## config.mk

```make
export PLATFORM = sky130hd
export DESIGN_NAME = vs_bus_scheduler
export DESIGN_NICKNAME = d
export VERILOG_FILES = /design/src/rtl/vs_bus_scheduler.sv
export SDC_FILE = /design/constraint.sdc
export NUM_CORES = 1
export LEC_CHECK = 0
export ABC_AREA = 1
export ABC_CLOCK_PERIOD_IN_PS = 2000
export CORE_UTILIZATION = 56
export CTS_CLUSTER_DIAMETER = 120
export DETAILED_ROUTE_END_ITERATION = 10
export GPL_ROUTABILITY_DRIVEN = 0
export HOLD_SLACK_MARGIN = 0.1
export PLACE_DENSITY = 0.8
export SYNTH_ARGS = -nofsm -noshare
export SYNTH_HDL_FRONTEND = slang
export SYNTH_SLANG_ARGS = --single-unit
```

## constraint.sdc

```tcl
create_clock -name mp3_clk -period 2 [get_ports mp3_clk]
set_input_delay 0.4 -clock mp3_clk [delete_from_list [all_inputs] [get_ports mp3_clk]]
set_output_delay 0.4 -clock mp3_clk [all_outputs]
set_load 0.005 [all_outputs]
```

## src/rtl/vs_bus_scheduler.sv

```systemverilog
// rtl/vs_bus_scheduler.sv - VS1003 serial bus sequencer: reset/boot, SCI command and SDI stream arbitration
module vs_bus_scheduler #(
  parameter int          SCLK_DIV    = 2,
  parameter int          RESET_DELAY = 500000,
  parameter int          ADDR_W      = 12,
  parameter int          MAX_ADDR    = 4095,
  parameter logic [15:0] BOOT_MODE   = 16'h0804,
  parameter logic [15:0] BOOT_VOL    = 16'h0000
) (
  input  logic              mp3_clk,
  input  logic              RST,
  input  logic              DREQ,
  input  logic              play,
  input  logic              cmd_valid,
  input  logic [7:0]        cmd_addr,
  input  logic [15:0]       cmd_data,
  output logic              cmd_ready,
  output logic [ADDR_W-1:0] mem_addr,
  input  logic [15:0]       mem_dout,
  output logic              XRESET,
  output logic              XCS,
  output logic              XDCS,
  output logic              SCLK,
  output logic              SI,
  output logic              busy
);

  localparam int HOLD_W = (RESET_DELAY > 1) ? $clog2(RESET_DELAY) : 1;
  localparam int DIV_W  = (SCLK_DIV > 1) ? $clog2(SCLK_DIV) : 1;

  typedef enum logic [2:0] {HOLD, BOOT, IDLE, LOAD, SHIFT, GAP} state_t;

  state_t              state_q, state_d;
  logic [HOLD_W-1:0]   hold_q, hold_d;
  logic [DIV_W-1:0]    div_q, div_d;
  logic [4:0]          bit_q, bit_d;
  logic                gap_q, gap_d;
  logic [1:0]          boot_q, boot_d;    // 0/1 = boot frame in flight, 2 = boot done
  logic                sci_q, sci_d;      // current frame goes to SCI (XCS) rather than SDI
  logic [31:0]         shreg_q, shreg_d;
  logic                pend_q, pend_d;
  logic [7:0]          caddr_q, caddr_d;
  logic [15:0]         cdata_q, cdata_d;
  logic [ADDR_W-1:0]   addr_q, addr_d;
  logic                sclk_q, sclk_d;
  logic                xcs_q, xcs_d;
  logic                xdcs_q, xdcs_d;
  logic                xreset_q, xreset_d;
  logic                cmd_take;
  logic [4:0]          last_bit;
  logic [31:0]         frame;

  assign cmd_ready = (state_q == IDLE) && !pend_q;
  assign cmd_take  = cmd_ready && cmd_valid;
  assign last_bit  = sci_q ? 5'd31 : 5'd15;
  assign busy      = (state_q != IDLE);
  assign mem_addr  = addr_q;
  assign XRESET    = xreset_q;
  assign XCS       = xcs_q;
  assign XDCS      = xdcs_q;
  assign SCLK      = sclk_q;
  assign SI        = shreg_q[31];

  // Pick the word that LOAD latches: boot frames, the captured command, or the BRAM word left-aligned
  always_comb begin
    frame = {mem_dout, 16'h0000};
    if (sci_q) begin
      case (boot_q)
        2'd0:    frame = {8'h02, 8'h00, BOOT_MODE};
        2'd1:    frame = {8'h02, 8'h0B, BOOT_VOL};
        default: frame = {8'h02, caddr_q, cdata_q};
      endcase
    end
  end

  // Next-state and datapath decisions; every register defaults to holding its value
  always_comb begin
    state_d  = state_q;
    hold_d   = hold_q;
    div_d    = div_q;
    bit_d    = bit_q;
    gap_d    = gap_q;
    boot_d   = boot_q;
    sci_d    = sci_q;
    shreg_d  = shreg_q;
    pend_d   = pend_q;
    caddr_d  = caddr_q;
    cdata_d  = cdata_q;
    addr_d   = addr_q;
    sclk_d   = sclk_q;
    xcs_d    = xcs_q;
    xdcs_d   = xdcs_q;
    xreset_d = xreset_q;
    case (state_q)
      HOLD: begin
        if (hold_q == HOLD_W'(RESET_DELAY - 1)) begin
          xreset_d = 1'b1;
          state_d  = BOOT;
        end else begin
          hold_d = hold_q + HOLD_W'(1);
        end
      end
      BOOT: begin
        if (DREQ) begin
          state_d = LOAD;
          sci_d   = 1'b1;
          xcs_d   = 1'b0;
        end
      end
      IDLE: begin
        if (cmd_take) begin
          pend_d  = 1'b1;
          caddr_d = cmd_addr;
          cdata_d = cmd_data;
        end
        // A command accepted this cycle already outranks streaming
        if ((pend_q || cmd_take) && DREQ) begin
          state_d = LOAD;
          sci_d   = 1'b1;
          xcs_d   = 1'b0;
        end else if (play && DREQ) begin
          state_d = LOAD;
          sci_d   = 1'b0;
          xdcs_d  = 1'b0;
        end
      end
      LOAD: begin
        shreg_d = frame;
        div_d   = '0;
        bit_d   = 5'd0;
        sclk_d  = 1'b0;
        state_d = SHIFT;
      end
      SHIFT: begin
        if (div_q != DIV_W'(SCLK_DIV - 1)) begin
          div_d = div_q + DIV_W'(1);
        end else begin
          div_d = '0;
          if (!sclk_q) begin
            sclk_d = 1'b1;
          end else begin
            // End of the high phase: SI moves only together with SCLK falling
            sclk_d  = 1'b0;
            shreg_d = {shreg_q[30:0], 1'b0};
            if (bit_q == last_bit) begin
              state_d = GAP;
              gap_d   = 1'b0;
              xcs_d   = 1'b1;
              xdcs_d  = 1'b1;
              if (!sci_q)
                addr_d = (addr_q == ADDR_W'(MAX_ADDR)) ? '0 : addr_q + ADDR_W'(1);
            end else begin
              bit_d = bit_q + 5'd1;
            end
          end
        end
      end
      GAP: begin
        if (!gap_q) begin
          gap_d = 1'b1;
        end else if (sci_q && boot_q != 2'd2) begin
          boot_d  = boot_q + 2'd1;
          state_d = (boot_q == 2'd1) ? IDLE : BOOT;
        end else begin
          state_d = IDLE;
          if (sci_q)
            pend_d = 1'b0;
        end
      end
      default: state_d = HOLD;
    endcase
  end

  // State and datapath registers with synchronous active-low reset
  always_ff @(posedge mp3_clk) begin
    if (!RST) begin
      state_q  <= HOLD;
      hold_q   <= '0;
      div_q    <= '0;
      bit_q    <= 5'd0;
      gap_q    <= 1'b0;
      boot_q   <= 2'd0;
      sci_q    <= 1'b0;
      shreg_q  <= 32'h0;
      pend_q   <= 1'b0;
      caddr_q  <= 8'h00;
      cdata_q  <= 16'h0000;
      addr_q   <= '0;
      sclk_q   <= 1'b0;
      xcs_q    <= 1'b1;
      xdcs_q   <= 1'b1;
      xreset_q <= 1'b0;
    end else begin
      state_q  <= state_d;
      hold_q   <= hold_d;
      div_q    <= div_d;
      bit_q    <= bit_d;
      gap_q    <= gap_d;
      boot_q   <= boot_d;
      sci_q    <= sci_d;
      shreg_q  <= shreg_d;
      pend_q   <= pend_d;
      caddr_q  <= caddr_d;
      cdata_q  <= cdata_d;
      addr_q   <= addr_d;
      sclk_q   <= sclk_d;
      xcs_q    <= xcs_d;
      xdcs_q   <= xdcs_d;
      xreset_q <= xreset_d;
    end
  end

endmodule

```

==> key figures, run 1 <==
Run status
  • Status: finished, violations left
  • Violated checks: DRC

Floorplanning
  • Die W: 97.65 um
  • Height of the chip: 97.65 um
  • Std cell rows: 34
  • Core region area: 8806 um2
  • Ports: 64
  • Initial core utilization: 0.5818
  • Die ar.: 9536 um2

Routing
  • # DRC: 8
  • Post-DR vias/cell: 5.684
  • Detailed Route WL: 13200 um
  • Via Count: 5172
  • Routed len/inst: 14.50 um
  • Iter 0 DRT Violations: 286
  • Antenna violation net count after detailed routing: 0
  • DRT Pass-1 Iters: 8

Setup path
  • CP Launch Type: register
  • CP Class: reg2out
  • Crit end category: output pin
  • Crit path DAT: 1520 ps
  • Worst path required time: 1600 ps
  • Worst-path maximum fanout: 8

Power and ir drop
  • Worst vdd ir: 0.3838 mV
  • Leakage power: 2.267 nW
  • Power per cell area: 833.9 nW/um2

Timing
  • Final min period: 1921 ps
  • Period utilisation layout: 0.9607
  • RSZ-0062 raised after global routing: false
  • Final setup viols: 0
  • Max Slew Vio Count: 0
  • Post-route setup slack: 78.51 ps
  • Final setup skew: 20.91 ps
  • Max Freq: 0.5204 GHz
  • Slew margin rel.: 0.6721
  • Post-Route Setup TNS: 0 ps
  • Worst-Margin Slew: 488.1 ps
  • Worst hold margin: 462.5 ps
  • Final hold vios: 0

Synth
  • Dominant cells by area after synthesis: dfxtp_1 41%, nand2_1 11%, nand3_1 7.5%
  • Synthesized area: 5124 um2
  • Synth Register Bits: 105
  • Yosys top cell by area: dfxtp_1
  • Syn. warnings: 0
  • Synthesized Nets: 777
  • FFs w/ async S/R, synth: 0
  • Cells after synthesis: 726
  • Post-synth cell types: 40
  • Seq/Total Area, Yosys: 0.4103
  • Post-Syn Area per Cell: 7.057 um2
  • Synth top area share: 0.4103
  • Post-synth EDFFs: 0
  • Primary FF master, synth: dfxtp_1

Clock tree
  • Htree depth: 3
  • Clock sink total: 105
  • Worst-Skew Late Latency: 370 ps
  • Cts hold-fix bufs: 0
  • CTS tree: yes
  • CTS Root Cell: clkbuf_8
  • Bufs on Longest Clock Path: 2
  • Number of buffers created by CTS: 9
  • Reg clk slew, reported paths: 110 ps

Place
  • Port buffer count: 63
  • Dpl hpwl: 9226 um
  • Setup WS pre-CTS: 113.0 ps

Global route
  • Total Routing Usage GR: 0.2796
  • Gr ovfl total: 0
  • First-pass GRT wire length: 21930 um
  • Largest net degree at the start of global routing: 40
  • Initial antenna violation count: 0
  • Vias in the first global route: 4844

Layout
  • Syn-to-layout area delta: 20.90%
  • Most common cell after layout, fill and taps aside: nand2_1
  • Fin util: 0.7035
  • Most frequent cells in the layout: 148 x nand2_1, 103 x dfxtp_1, 77 x nand3_1, 68 x inv_1, 63 x nor2_1
  • Final net count: 848
  • Share of cells above drive strength 1: 0.08479
  • # diodes: 0

Hold path
  • Type of the most critical hold path: reg2reg

Run
  • Max cap viols: 0
## routing by layer
metal  vias up  global-route usage  wire [um]
met1      2388              0.3661       5723
met4         0              0.1002        189
met2       193              0.4681       6340
li1       2571                   -          -
met5         -                   0          0
met3        20             0.04029        942
## power breakdown
group          total (mW)  internal (mW)  switching [mW]
clock network        1.31          0.541           0.769
logic                1.53          0.589           0.936
registers            2.33           2.22           0.112
total                5.17           3.35            1.82
## area by class of cell
cell class	count	area [um2]
fill	758	2611
multi-input combinational	515	2603
sequential	105	2110
timing repair buffer	91	864.6
inverter	75	289.0
clock buffer	11	151.4
tap	108	135.1
clock inverter	5	42.54
## synthesized netlist by cell type, drive strengths merged (8+ instances only)
library cell	number
o22ai	15
nand4	13
nor2	66
o21ai	52
a31oi	10
nor3	18
a21oi	61
clkbuf	14
inv	74
nand2	156
buf	17
nand3	78
a22oi	13
dfxtp	105
xor2	8
## worst max-delay path, stage by stage, from the launching register on
cell and delay (ps):
dfxtp_4 370, inv_2 80, nand3_2 190, clkdlybuf4s50_1 510
## state kept, by name (all words and copies together) (netlist names)
| register | flops |
|---|---|
| boot_q | 2 |
| state_q | 3 |
| bit_q | 5 |
| XRESET | 1 |
| shreg_q | 32 |
| sci_q | 1 |
| caddr_q | 8 |
| XCS | 1 |
| cdata_q | 16 |
| div_q | 1 |
| mem_addr | 12 |
| gap_q | 1 |
| SCLK | 1 |
| pend_q | 1 |
| hold_q | 19 |
| XDCS | 1 |
## through the flow
stage                     std cells  area, um2  total power [mW]
final                           910       6195             5.166
after global routing            910       6195             5.430
after CTS                       906       6147             5.033
after detailed placement        888       5927             3.729
after global placement          888       5927             3.698
after floorplan                 726       5124             3.263
## kinds of logic after synthesis
kind of cell / Yosys count / share of synthesized area
buffers and inverters: 106 / 0.08498
AOI/OAI and AO/OA: 159 / 0.1729
xor gates and xnor gates: 12 / 0.02051
DFF: 105 / 0.4103
adders and majority gates: 6 / 0.01465
and+or+nand+nor: 338 / 0.2967
## timing repair
item                       in CTS  in global routing
gates resized for setup         6                  5
pin swaps                       1                  0
setup endpoints to repair       2                 26
hold endpoints to repair        0                  0
buffers inserted                2                  5
## path summary, 6_finish.rpt
check	from	endpoint	slack, ps	cells past startpoint
worst max-delay path	state_q[0]	busy	80	3
worst min-delay path	XCS	XCS	460	2
worst max register to register	state_q[1]	shreg_q[3]	150	9
worst min register to register	XCS	XCS	460	2
No activity file was read; power rests on OpenSTA's default activity.
==> inputs of run 2 (changes only) <==
--- a/config.mk
+++ b/config.mk
@@ -11,8 +11,9 @@
 export CTS_CLUSTER_DIAMETER = 120
 export DETAILED_ROUTE_END_ITERATION = 10
 export GPL_ROUTABILITY_DRIVEN = 0
-export HOLD_SLACK_MARGIN = 0.1
+export HOLD_SLACK_MARGIN = 0.15
 export PLACE_DENSITY = 0.8
 export SYNTH_ARGS = -nofsm -noshare
 export SYNTH_HDL_FRONTEND = slang
 export SYNTH_SLANG_ARGS = --single-unit
+export TNS_END_PERCENT = 100
==> results of run 2 <==
No change in the layout: final DEF, timing and power equal those of run 1.
